===== config.mk =====
export PLATFORM = sky130hd
export DESIGN_NAME = rv_sdram_bridge
export DESIGN_NICKNAME = d
export VERILOG_FILES = /design/src/rtl/nes_mem_pkg.sv /design/src/rtl/rv_word_cache.sv /design/src/rtl/rv_sdram_bridge.sv
export SDC_FILE = /design/constraint.sdc
export NUM_CORES = 1
export LEC_CHECK = 0
export ABC_AREA = 1
export CORE_ASPECT_RATIO = 2
export CORE_MARGIN = 4
export CORE_UTILIZATION = 38
export CTS_CLUSTER_DIAMETER = 50
export CTS_CLUSTER_SIZE = 40
export DETAILED_ROUTE_END_ITERATION = 8
export PLACE_DENSITY = 0.66
export SYNTH_ARGS = -nofsm -noshare
export SYNTH_HDL_FRONTEND = slang
export SYNTH_SLANG_ARGS = --single-unit
export TNS_END_PERCENT = 1

===== constraint.sdc =====
create_clock -name clk -period 2.85 [get_ports clk]
set_input_delay 0.57 -clock clk [delete_from_list [all_inputs] [get_ports clk]]
set_output_delay 0.57 -clock clk [all_outputs]
set_load 0.01 [all_outputs]

===== src/rtl/nes_mem_pkg.sv =====
// Shared types and constants for the CPU-to-SDRAM bridge: FSM states, halfword selects,
// address width and the halfword issue-order helper.
package nes_mem_pkg;

  localparam int unsigned RV_AW = 21;
  localparam logic HALF_LO = 1'b0;
  localparam logic HALF_HI = 1'b1;

  typedef enum logic [2:0] {
    StResync,
    StIdle,
    StIssue,
    StWait,
    StCapture,
    StDone
  } br_state_e;

  // Picks the next pending halfword; pend[0] is the low half, pend[1] the high half.
  function automatic logic pick_half(input logic [1:0] pend, input logic hi_first);
    if (hi_first) begin
      return pend[1] ? HALF_HI : HALF_LO;
    end
    return pend[0] ? HALF_LO : HALF_HI;
  endfunction

endpackage


===== src/rtl/rv_word_cache.sv =====
// Single-entry word read cache: tag compare, refill on read completion and byte merge of
// writes that hit the cached word.
module rv_word_cache
  import nes_mem_pkg::*;
(
  input  logic             clk_i,
  input  logic             rst_ni,
  input  logic [RV_AW-3:0] lookup_addr_i,
  output logic             hit_o,
  output logic [31:0]      rdata_o,
  input  logic             fill_i,
  input  logic [RV_AW-3:0] fill_addr_i,
  input  logic [31:0]      fill_data_i,
  input  logic             wr_i,
  input  logic [RV_AW-3:0] wr_addr_i,
  input  logic [31:0]      wr_data_i,
  input  logic [3:0]       wr_strb_i
);

  logic             valid_q, valid_d;
  logic [RV_AW-3:0] tag_q, tag_d;
  logic [31:0]      data_q, data_d;

  always_comb begin
    valid_d = valid_q;
    tag_d   = tag_q;
    data_d  = data_q;
    if (fill_i) begin
      valid_d = 1'b1;
      tag_d   = fill_addr_i;
      data_d  = fill_data_i;
    end else if (wr_i && valid_q && (wr_addr_i == tag_q)) begin
      for (int b = 0; b < 4; b++) begin
        if (wr_strb_i[b]) data_d[8*b +: 8] = wr_data_i[8*b +: 8];
      end
    end
  end

  always_ff @(posedge clk_i or negedge rst_ni) begin
    if (!rst_ni) begin
      valid_q <= 1'b0;
      tag_q   <= '0;
      data_q  <= '0;
    end else begin
      valid_q <= valid_d;
      tag_q   <= tag_d;
      data_q  <= data_d;
    end
  end

  assign hit_o   = valid_q && (tag_q == lookup_addr_i);
  assign rdata_o = data_q;

endmodule


===== src/rtl/rv_sdram_bridge.sv =====
// 32-bit valid/ready CPU bus to 16-bit toggle-handshake SDRAM port bridge.
// Optional single-entry read cache enabled by defining RV_SDRAM_WORD_CACHE_EN.
module rv_sdram_bridge
  import nes_mem_pkg::*;
#(
  parameter int unsigned HI_FIRST = 0
) (
  input  logic             clk,
  input  logic             resetn,
  input  logic             sdram_busy,
  input  logic             mem_valid,
  input  logic [RV_AW-1:0] mem_addr,
  input  logic [31:0]      mem_wdata,
  input  logic [3:0]       mem_wstrb,
  output logic [31:0]      mem_rdata,
  output logic             mem_ready,
  output logic [19:0]      rv_addr,
  output logic [15:0]      rv_din,
  output logic [1:0]       rv_ds,
  output logic             rv_we,
  output logic             rv_req,
  input  logic             rv_req_ack,
  input  logic [15:0]      rv_dout
);

  localparam logic HiFirst = (HI_FIRST != 0);

  br_state_e        state_q, state_d;
  logic [RV_AW-3:0] waddr_q, waddr_d;
  logic [31:0]      wdata_q, wdata_d;
  logic [3:0]       wstrb_q, wstrb_d;
  logic [1:0]       pend_q, pend_d;
  logic             half_q, half_d;
  logic [31:0]      rdata_q, rdata_d;
  logic             req_q, req_d;
  logic [19:0]      rv_addr_q, rv_addr_d;
  logic [15:0]      rv_din_q, rv_din_d;
  logic [1:0]       rv_ds_q, rv_ds_d;
  logic             rv_we_q, rv_we_d;

  logic       accept, is_rd, ack_eq;
  logic [1:0] pend_new;
  logic       cache_hit;
  logic [31:0] cache_rdata;
  logic       unused_addr;

  assign unused_addr = ^mem_addr[1:0];
  assign accept      = (state_q == StIdle) && mem_valid && !sdram_busy;
  assign is_rd       = (wstrb_q == 4'b0000);
  assign ack_eq      = (rv_req_ack == req_q);
  assign pend_new    = {(mem_wstrb == 4'b0000) || (|mem_wstrb[3:2]),
                        (mem_wstrb == 4'b0000) || (|mem_wstrb[1:0])};

`ifdef RV_SDRAM_WORD_CACHE_EN
  logic cache_tag_hit;

  rv_word_cache u_cache (
    .clk_i         (clk),
    .rst_ni        (resetn),
    .lookup_addr_i (mem_addr[RV_AW-1:2]),
    .hit_o         (cache_tag_hit),
    .rdata_o       (cache_rdata),
    .fill_i        ((state_q == StDone) && is_rd),
    .fill_addr_i   (waddr_q),
    .fill_data_i   (rdata_q),
    .wr_i          (accept && (mem_wstrb != 4'b0000)),
    .wr_addr_i     (mem_addr[RV_AW-1:2]),
    .wr_data_i     (mem_wdata),
    .wr_strb_i     (mem_wstrb)
  );

  assign cache_hit = cache_tag_hit && (mem_wstrb == 4'b0000);
`else
  assign cache_hit   = 1'b0;
  assign cache_rdata = '0;
`endif

  always_ff @(posedge clk or negedge resetn) begin
    if (!resetn) begin
      state_q <= StResync;
    end else begin
      state_q <= state_d;
    end
  end

  always_comb begin
    state_d = state_q;
    unique case (state_q)
      StResync:  state_d = StIdle;
      StIdle:    if (accept) state_d = cache_hit ? StDone : StIssue;
      StIssue:   state_d = StWait;
      StWait: begin
        if (ack_eq) begin
          if (is_rd)        state_d = StCapture;
          else if (|pend_q) state_d = StIssue;
          else              state_d = StDone;
        end
      end
      StCapture: state_d = (|pend_q) ? StIssue : StDone;
      StDone:    state_d = StIdle;
      default:   state_d = StResync;
    endcase
  end

  always_comb begin
    waddr_d   = waddr_q;
    wdata_d   = wdata_q;
    wstrb_d   = wstrb_q;
    pend_d    = pend_q;
    half_d    = half_q;
    rdata_d   = rdata_q;
    req_d     = req_q;
    rv_addr_d = rv_addr_q;
    rv_din_d  = rv_din_q;
    rv_ds_d   = rv_ds_q;
    rv_we_d   = rv_we_q;
    unique case (state_q)
      // Adopt the controller's unreset ack level so nothing looks outstanding.
      StResync: req_d = rv_req_ack;
      StIdle: begin
        if (accept) begin
          waddr_d = mem_addr[RV_AW-1:2];
          wdata_d = mem_wdata;
          wstrb_d = mem_wstrb;
          pend_d  = pend_new;
          half_d  = pick_half(pend_new, HiFirst);
          if (cache_hit) rdata_d = cache_rdata;
        end
      end
      StIssue: begin
        rv_addr_d      = {waddr_q, half_q};
        rv_din_d       = half_q ? wdata_q[31:16] : wdata_q[15:0];
        rv_ds_d        = is_rd ? 2'b11 : (half_q ? wstrb_q[3:2] : wstrb_q[1:0]);
        rv_we_d        = !is_rd;
        req_d          = ~req_q;
        pend_d[half_q] = 1'b0;
      end
      StWait: begin
        if (ack_eq && !is_rd && (|pend_q)) half_d = pick_half(pend_q, HiFirst);
      end
      StCapture: begin
        if (half_q) rdata_d[31:16] = rv_dout;
        else        rdata_d[15:0]  = rv_dout;
        if (|pend_q) half_d = pick_half(pend_q, HiFirst);
      end
      default: ;
    endcase
  end

  always_ff @(posedge clk or negedge resetn) begin
    if (!resetn) begin
      waddr_q   <= '0;
      wdata_q   <= '0;
      wstrb_q   <= '0;
      pend_q    <= '0;
      half_q    <= HALF_LO;
      rdata_q   <= '0;
      req_q     <= 1'b0;
      rv_addr_q <= '0;
      rv_din_q  <= '0;
      rv_ds_q   <= '0;
      rv_we_q   <= 1'b0;
    end else begin
      waddr_q   <= waddr_d;
      wdata_q   <= wdata_d;
      wstrb_q   <= wstrb_d;
      pend_q    <= pend_d;
      half_q    <= half_d;
      rdata_q   <= rdata_d;
      req_q     <= req_d;
      rv_addr_q <= rv_addr_d;
      rv_din_q  <= rv_din_d;
      rv_ds_q   <= rv_ds_d;
      rv_we_q   <= rv_we_d;
    end
  end

  always_comb begin
    mem_ready = (state_q == StDone);
    mem_rdata = rdata_q;
    rv_addr   = rv_addr_q;
    rv_din    = rv_din_q;
    rv_ds     = rv_ds_q;
    rv_we     = rv_we_q;
    rv_req    = req_q;
  end

endmodule

==> reports/summary.txt, run 1 <==
Vias in the first global route: 4763
Antenna Nets Post-Route: 0
I/O pin cnt: 151
Max Slew Vio Count: 0
Post-synth top area cell: dfrtp_1
CTS tree: yes
Seq/Total Area, Yosys: 60.5%
Most frequent cells after synthesis: nand2_1, dfrtp_1, nand3_1
Non-filler cells in the finished layout: 986
First-pass GRT wire length: 23900 um
Post-synthesis cell area: 5500 sq um
Total Routing Usage GR: 18.8%
Flops & latches, synth: 133
CP cell instances: inv_2 -> nor2_1 -> nand2_1 -> inv_1 -> clkdlybuf4s50_1
Max incr delay on CP: 0.55 ns
Worst path required time: 2.28 ns
DIE AREA: 16600 sq um
First drt pass iteration count: 5
Cell area power density: 1110 nW/um^2
DR vias: 4766
Final nets: 859
Worst min path class: in -> async
GR Util met2: 33.1%
Final worst path period need: 2.34 ns
Design Area, Final: 7780 sq um
Vias per inst: 4.83
Post-cts resize count: 0
Die height: 178 um
Post-CTS setup buffer count: 0
Share of cells above drive strength 1: 6.55%
Synth top area cells: dfrtp_1, nand2_1, nand3_1, nor2_1, o21ai_0
Residual DRC: 0
Routed WL: 15200 um
Die X: 93.1 um
Maximum VDD drop: 620 uV
FMAX: 0.427 GHz
Routed len/inst: 15.4 um
Skew final: 0.0127 ns
Post-synth net total: 719
Synth unique cells: 20
Top cell type's share of synthesized area: 60.5%
Crit Path Max Fanout: 5
Num CTS Buffers: 17
Final hold vios: 0
M3 GR Usage: 4.81%
DRT iter0 DRCs: 246
GPL Wtd Cong: 0.814
Clk_lat worst skew: 0.41 ns
Cell count after synthesis: 641
Register Area: 3330 sq um
Initial Util: 38.5%
Worst EP arrival: 1.77 ns
Number of synthesized flops with an enable pin: 0
# diodes: 0
Final hold slack: 0.118 ns
IO Port Bufs: 148
Final worst-path cycle share: 82.3%
Outcome: finished clean
Area after DPL: 7160 sq um
CTS Hold Bufs: 0
Nature of the critical path endpoint: output pin
Number of clock sinks: 133
Num rows: 62
Combined area of the multi-input logic cells: 1950 sq um
Final setup vio count: 0
Initial antenna violation count: 0
Global routing's busiest layer: met2
H-tree depth: 4
GRT overflow: 0
Count leader, synth: nand2_1
Total core area: 14300 sq um
Layout area overhead: 41.4%
Syn_area_per_cell: 8.58 sq um
RSZ-0062 raised after global routing: no
Clk buf depth: 2
Most used DFF post-synth: dfrtp_1
Fill count: 1332
DP Worst Slack: 0.754 ns
Startpoint Class: flip-flop
Final setup margin: 0.505 ns
Clk slew on worst S/H paths: 0.05 ns
Ys async rst share: 100%
Met1 usage: 21.5%
Yosys warns: 0
Fin Setup TNS: 0 ns
Static leakage: 3.63 nW
Final HPWL DP: 10400 um
Crit Path Class: reg -> out
Maxcap violations: 0
Cell Count Post-Placement: 954
Worst-margin pin slew: 0.716 ns
Clk root buf: clkbuf_16
Largest net degree at the start of global routing: 54
Crit-path slowest cell: clkdlybuf4s50_1
Rel. slew slack: 52.1%
-- flip-flops by register name, indices dropped and copies added (netlist names) --
| register | flops |
|---|---|
| mem_rdata | 32 |
| wdata_q | 32 |
| rv_addr | 20 |
| waddr_q | 19 |
| rv_din | 16 |
| wstrb_q | 4 |
| state_q | 3 |
| pend_q | 2 |
| rv_ds | 2 |
| half_q | 1 |
| rv_req | 1 |
| rv_we | 1 |
-- cells in the final DEF, fill, tap and decap left out, drive strengths merged --
cell and n:
o21a 2, buf 12, clkdlybuf4s50 147, nor2 54, clkinvlp 3, o21bai 1
bufinv 3, nand3 63, o21ai 39, nand2 270, clkbuf 21, dfrtp 133
nor3 3, clkinv 5, a21oi 6, o31ai 16, inv 16
-- layout make-up --
class / instances / share of cell area (%)
clock inverter: 11 / 1.91
multi-input combinational: 454 / 25.1
inverter: 16 / 0.772
sequential: 133 / 42.8
clock buffer: 21 / 6.05
timing repair buffer: 159 / 20.3
tap: 192 / 3.09
-- critical path: cells and delay by family, from the launching register on --
family                 cells  cell delay [ns]
and+or+nand+nor            2             0.24
buffers and inverters      3             0.70
DFF                        1             0.43
-- kinds of logic (layout without fill, tap and decap cells) --
family | count (synthesis) | after routing | synth area share (%)
buffers and inverters | 54 | 207 | 4.14
AO/OA/AOI/OAI | 64 | 64 | 6.69
flip-flops | 133 | 133 | 60.5
AND/OR/NAND/NOR | 390 | 390 | 28.7
-- per-layer routing --
layer	routed length (um)	part of all wire, %	vias to the layer above
li1	-	-	2327
met1	5850	39	2248
met2	8010	53	172
met3	928	6.1	19
met4	354	2.3	0
met5	0	0	-
-- stage by stage --
stage,power (mW),util (%)
after floorplan,4.87,-
after global placement,6.33,50.2
after detailed placement,6.47,50.2
after CTS,8.75,54.5
after global routing,9.26,54.5
final,8.64,54.5
-- path summary, 6_finish.rpt --
path,startpoint,endpoint,slack (ns),cells past startpoint
max,state_q[0]$_DFFE_PN0P_,mem_ready,0.51,5
min,resetn,mem_rdata[16]$_DFFE_PN0P_,0.12,1
max reg2reg,state_q[1]$_DFFE_PN0P_,mem_rdata[12]$_DFFE_PN0P_,0.92,5
min reg2reg,waddr_q[10]$_DFFE_PN0P_,waddr_q[10]$_DFFE_PN0P_,0.47,2
max in group asynchronous,resetn,mem_rdata[15]$_DFFE_PN0P_,1.90,2
min in group clk,waddr_q[10]$_DFFE_PN0P_,waddr_q[10]$_DFFE_PN0P_,0.47,2
-- where the power goes --
group / total, mW / internal, mW / switching (mW) / leakage [nW]
logic: 3.19 / 1.45 / 1.73 / 1.75
clock network: 2.25 / 1.45 / 0.799 / 0.296
registers: 3.21 / 2.73 / 0.476 / 1.59
total: 8.64 / 5.64 / 3.01 / 3.63
Power figures use the tool's default switching activity.
==> run 2: changes to the inputs <==
--- a/config.mk
+++ b/config.mk
@@ -12,7 +12,7 @@
 export CTS_CLUSTER_DIAMETER = 50
 export CTS_CLUSTER_SIZE = 40
 export DETAILED_ROUTE_END_ITERATION = 8
-export PLACE_DENSITY = 0.66
+export PLACE_DENSITY = 0.68
 export SYNTH_ARGS = -nofsm -noshare
 export SYNTH_HDL_FRONTEND = slang
 export SYNTH_SLANG_ARGS = --single-unit
==> constraint.sdc (replaced) <==
create_clock -name clk -period 1.9 [get_ports clk]
set_input_delay 0.38 -clock clk [delete_from_list [all_inputs] [get_ports clk]]
set_output_delay 0.38 -clock clk [all_outputs]
set_load 0.01 [all_outputs]
==> reports/summary.txt, run 2 (same netlist as run 1, synthesis figures left out) <==
Initial antenna violation count: 0 (unchanged)
Final nets: 873 (+1.6%)
Register Area: 3330 sq um (about the same)
Total core area: 14300 sq um (unchanged)
Total power: 13.4 mW (+55%)
Crit Path Class: reg -> out
IO Port Bufs: 148 (unchanged)
Share of cells above drive strength 1: 8.17% (+1.6 points)
Commonest cells after routing, fill and taps aside: nand2_1, clkdlybuf4s50_1, dfrtp_1
First-pass GRT wire length: 24900 um (+4.1%)
Cell area power density: 1670 nW/um^2 (+51%)
Outcome: finished clean
CP cell instances: nand2_1 -> inv_1 -> dlygate4sd2_1
Die X: 93.1 um (unchanged)
Clk root buf: clkbuf_16
Design Area, Final: 8000 sq um (+2.8%)
DIE AREA: 16600 sq um (unchanged)
Final core utilization: 56.0% (+1.5 points)
Buffers & Inverters on Critical Path: 2 (-1)
Leading cell type in the layout, fill and taps excluded: nand2_1
Clk_lat worst skew: 0.41 ns (about the same)
Total Routing Usage GR: 19.2% (+0.36 points)
Initial Util: 38.5% (unchanged)
Clk buf depth: 2 (unchanged)
Cell Count Post-Placement: 964 (+1.0%)
Routed WL: 15300 um (+0.77%)
GPL Wtd Cong: 0.855 (+5.1%)
Final HPWL DP: 10500 um (+0.80%)
Vias per inst: 4.89 (+1.2%)
Fill count: 1347 (+1.1%)
Die height: 178 um (unchanged)
Skew final: 0.00713 ns (-0.00559 ns)
Worst-margin pin slew: 0.538 ns (-0.178 ns)
RSZ-0062 raised after global routing: no
Sw Pwr: 4.65 mW (+55%)
GR Util met2: 35.5% (+2.5 points)
Num CTS Buffers: 17 (unchanged)
Num rows: 62 (unchanged)
Antenna Nets Post-Route: 0 (unchanged)
Number of clock sinks: 133 (unchanged)
Static leakage: 3.76 nW (+3.4%)
Area after DPL: 7300 sq um (+1.9%)
Rel. slew slack: 64.1% (+12 points)
Combined area of the multi-input logic cells: 1960 sq um (+0.26%)
Non-filler cells in the finished layout: 1000 (+1.4%)
Startpoint Class: flip-flop
Met1 usage: 21.3% (-0.24 points)
Final setup vio count: 0 (unchanged)
First drt pass iteration count: 5 (unchanged)
Comb pwr share: 37.0% (about the same)
Reg power frac: 36.1% (-1.0 points)
Crit-path slowest cell: dfrtp_1
H-tree depth: 4 (unchanged)
Worst EP arrival: 1.42 ns (-0.35 ns)
Final worst path period need: 1.80 ns
Largest net degree at the start of global routing: 48 (-11%)
Final setup margin: 0.0999 ns (-0.406 ns)
Final hold vios: 0 (unchanged)
# diodes: 0 (unchanged)
Routed len/inst: 15.3 um (-0.65%)
Worst min path class: in -> async
DR vias: 4892 (+2.6%)
Maxcap violations: 0 (unchanged)
GRT overflow: 0 (unchanged)
Final hold slack: 0.465 ns (+0.347 ns)
Clk slew on worst S/H paths: 0.06 ns (about the same)
DP Worst Slack: 0.0289 ns (-0.725 ns)
Clk pwr share: 27.0% (+1.0 points)
Final worst-path cycle share: 94.7%
Max Slew Vio Count: 0 (unchanged)
Vias in the first global route: 5053 (+6.1%)
Crit Path Max Fanout: 6 (+1)
DRT iter0 DRCs: 244 (-0.81%)
Nature of the critical path endpoint: output pin
Sw Share: 34.7% (-0.068 points)
Maximum VDD drop: 817 uV (+32%)
Fin Setup TNS: 0 ns (unchanged)
Max incr delay on CP: 0.54 ns (about the same)
Int Power: 8.74 mW (+55%)
Layout area overhead: 45.4%
FMAX: 0.556 GHz
Global routing's busiest layer: met2
Worst path required time: 1.52 ns (-0.76 ns)
M3 GR Usage: 3.59% (-1.2 points)
Residual DRC: 0 (unchanged)
I/O pin cnt: 151 (unchanged)
CTS tree: yes
Family with the most delay on the worst path: flip-flops
==> run 2: worst paths after layout <==
check                      depth (start not counted)                     from  slack (ns)                        end
min                                                2                   resetn        0.47   mem_rdata[8]$_DFFE_PN0P_
max in group asynchronous                          3                   resetn        0.85     rv_addr[2]$_DFFE_PN0P_
min in group clk                                   2  wdata_q[14]$_DFFE_PN0P_        0.47    wdata_q[14]$_DFFE_PN0P_
max                                                3   state_q[2]$_DFFE_PN0P_         0.1                  mem_ready
max reg2reg                                        6   state_q[0]$_DFFE_PN0P_        0.23  mem_rdata[13]$_DFFE_PN0P_
min reg2reg                                        2  wdata_q[14]$_DFFE_PN0P_        0.47    wdata_q[14]$_DFFE_PN0P_
==> run 2: final cells by class <==
cell class,count,share of cell area [%]
flip-flops and latches,133,41.6
multi-input cells,454,24.5
repair buffers,173,22.0
clock buffers,18,5.37
well taps,192,3.00
clock inverters,14,2.78
inverters,16,0.751
==> run 2: timing repair <==
item / CTS / global route
gates resized for setup: 2 / 1
endpoints found under the hold margin: 42 / 0
setup endpoints to repair: 1 / 12
setup buffers: 2 / 1
pin swaps: 0 / 1
hold buffers: 1 / 0
==> run 2: per-layer routing <==
layer	wire length [um]	up-vias	part of all wire, %
met2	8480	150	56
met3	680	24	4.5
met4	361	0	2.4
met5	0	-	0
li1	-	2356	-
met1	5750	2362	38
==> run 2: worst register-to-register path, delay by kind of cell (launching register included) <==
family	cells	cell delay, ns
buffers and inverters	1	0.16
and+or+nand+nor	5	1.05
DFF	1	0.40
==> run 2: power groups by stage <==
stage | Sequential (mW) | Combinational (mW) | Clock [mW]
6_report | 4.83 | 4.95 | 3.61
5_1_grt | 4.98 | 5.53 | 3.79
4_1_cts | 4.83 | 5.03 | 3.68
3_5_place_dp | 4.87 | 4.93 | 0
3_3_place_gp | 4.82 | 4.79 | 0
2_1_floorplan | 5.00 | 2.31 | 0
==> run 3: changes to the inputs <==
--- a/config.mk
+++ b/config.mk
@@ -7,12 +7,13 @@
 export LEC_CHECK = 0
 export ABC_AREA = 1
 export CORE_ASPECT_RATIO = 2
-export CORE_MARGIN = 4
+export CORE_MARGIN = 3
 export CORE_UTILIZATION = 38
 export CTS_CLUSTER_DIAMETER = 50
 export CTS_CLUSTER_SIZE = 40
 export DETAILED_ROUTE_END_ITERATION = 8
 export PLACE_DENSITY = 0.68
+export SLEW_MARGIN = 20
 export SYNTH_ARGS = -nofsm -noshare
 export SYNTH_HDL_FRONTEND = slang
 export SYNTH_SLANG_ARGS = --single-unit
==> reports/summary.txt, run 3 (same netlist as run 1, synthesis figures left out) <==
Share of cells above drive strength 1: 7.71% (-0.46 points)
Largest net degree at the start of global routing: 55 (+15%)
Cell Count Post-Placement: 959 (-0.52%)
Rel. slew slack: 63.3% (-0.82 points)
RR Endpoint: mem_rdata[7]$_DFFE_PN0P_
CTS tree: yes
Clk root buf: clkbuf_16
Layout area overhead: 44.8%
Sw Pwr: 4.58 mW (-1.5%)
GR Util met2: 34.1% (-1.4 points)
Num rows: 61 (-1.6%)
Register Area: 3330 sq um (about the same)
Clk buf depth: 2 (unchanged)
Final nets: 869 (-0.46%)
Outcome: finished clean
Combined area of the multi-input logic cells: 1950 sq um (-0.26%)
Comb pwr share: 37.0% (about the same)
Total Routing Usage GR: 19.0% (-0.15 points)
Fin Setup TNS: 0 ns (unchanged)
Clk_lat worst skew: 0.40 ns (about the same)
Number of clock sinks: 133 (unchanged)
Reg2reg setup slack: 0.33 ns (+0.10 ns)
Initial antenna violation count: 0 (unchanged)
GRT overflow: 0 (unchanged)
Maxcap violations: 0 (unchanged)
Num CTS Buffers: 17 (unchanged)
Nature of the critical path endpoint: output pin
Worst path required time: 1.52 ns (about the same)
Int Power: 8.86 mW (+1.3%)
Cell area power density: 1690 nW/um^2 (+0.77%)
First drt pass iteration count: 4 (-1)
Worst EP arrival: 1.38 ns (-0.04 ns)
Routed len/inst: 14.9 um (-2.3%)
Final worst-path cycle share: 92.5% (-2.2 points)
Total core area: 14000 sq um (-1.6%)
Fill count: 1272 (-5.6%)
Reg-to-reg startpoint: state_q[1]$_DFFE_PN0P_
M3 GR Usage: 4.18% (+0.59 points)
Worst min path class: in -> async
Worst-margin pin slew: 0.550 ns (+0.0122 ns)
Clk pwr share: 27.3% (+0.3 points)
GPL Wtd Cong: 0.868 (+1.4%)
Global routing's busiest layer: met2
Die height: 176 um (-1.1%)
Die X: 91.1 um (-2.1%)
Clk slew on worst S/H paths: 0.06 ns (about the same)
DRT iter0 DRCs: 230 (-5.7%)
First-pass GRT wire length: 24300 um (-2.4%)
Residual DRC: 0 (unchanged)
Leading cell type in the layout, fill and taps excluded: nand2_1
Sw Share: 34.1% (-0.65 points)
FMAX: 0.569 GHz (+2.4%)
Maximum VDD drop: 874 uV (+7.0%)
Non-filler cells in the finished layout: 993 (-0.70%)
Final worst path period need: 1.76 ns (-0.0417 ns)
RSZ-0062 raised after global routing: no
Crit path from: state_q[0]$_DFFE_PN0P_
Vias per inst: 4.91 (+0.42%)
Final HPWL DP: 10500 um (-0.50%)
Antenna Nets Post-Route: 0 (unchanged)
Max Slew Vio Count: 0 (unchanged)
Vias in the first global route: 5034 (-0.38%)
IO Port Bufs: 148 (unchanged)
I/O pin cnt: 151 (unchanged)
DR vias: 4878 (-0.29%)
Startpoint Class: flip-flop
DIE AREA: 16000 sq um (-3.2%)
Static leakage: 3.74 nW (-0.60%)
Crit Path Class: reg -> out
Capture point of the worst path: mem_ready
Crit Path Max Fanout: 3 (-3)
Initial Util: 39.2% (+0.63 points)
Reg power frac: 35.7% (-0.4 points)
Final setup vio count: 0 (unchanged)
Total power: 13.4 mW (+0.34%)
Final hold vios: 0 (unchanged)
Routed WL: 14800 um (-3.0%)
H-tree depth: 4 (unchanged)
Commonest cells after routing, fill and taps aside: nand2_1, clkdlybuf4s50_1, dfrtp_1
Met1 usage: 21.2% (-0.074 points)
# diodes: 0 (unchanged)
Skew final: 0.00575 ns (-0.00137 ns)
R2R cell count: 6 (unchanged)
==> run 3: power by group through the flow <==
stage | clock [mW] | combinational, mW | sequential (mW)
after detailed placement | 0 | 5.01 | 4.84
final | 3.67 | 4.97 | 4.80
after global placement | 0 | 4.84 | 4.79
after CTS | 3.74 | 5.05 | 4.80
after floorplan | 0 | 2.31 | 5.00
after global routing | 3.85 | 5.55 | 4.94
==> run 3: metrics by stage <==
stage               setup slack, ns  util [%]  hold slack, ns  cell area, sq um
detailed placement            0.148      51.8           0.278              7280
floorplan                     0.537         -          0.0844              5500
finish                        0.142      56.7           0.412              7970
global placement              0.170      51.8           0.273              7280
global route                 0.0294      56.7           0.425              7970
CTS                           0.133      56.7           0.404              7970
==> run 3: area by class of cell <==
type                            instances  area share [%]
Sequential cell                       133            41.8
Multi-Input combinational cell        454            24.5
Timing Repair Buffer                  169            21.6
Clock buffer                           19            5.69
Tap cell                              189            2.97
Clock inverter                         13            2.73
Inverter                               16           0.754
==> run 3: repair_timing <==
action,in CTS,in global routing
hold buffers,1,0
hold endpoints to repair,28,0
setup buffers,1,0
gates resized for setup,1,0
endpoints found under the setup margin,1,0
==> run 3: how the worst min path moves through the flow <==
stage | endpoint | cells after the start | slack [ns]
detailed placement | rv_din[10]$_DFFE_PN0P_ | 1 | 0.28
global placement | rv_din[10]$_DFFE_PN0P_ | 1 | 0.27
finish | rv_din[10]$_DFFE_PN0P_ | 2 | 0.41
floorplan | half_q$_DFFE_PN0P_ | 0 | 0.08
CTS | rv_din[10]$_DFFE_PN0P_ | 2 | 0.40
global route | rv_din[10]$_DFFE_PN0P_ | 2 | 0.43
==> run 3: critical path, cell delays in order (launching register included) <==
cell and delay, ns:
dfrtp_1 0.35, inv_2 0.07, nor2_1 0.12, nand2_1 0.09, inv_1 0.06, dlygate4sd2_1 0.29
==> run 3: layer usage <==
metal  up-vias  routed length, um
met5         -                  0
met4         0                412
met3        30                691
met2       151               7790
met1      2354               5920
li1       2343                  -
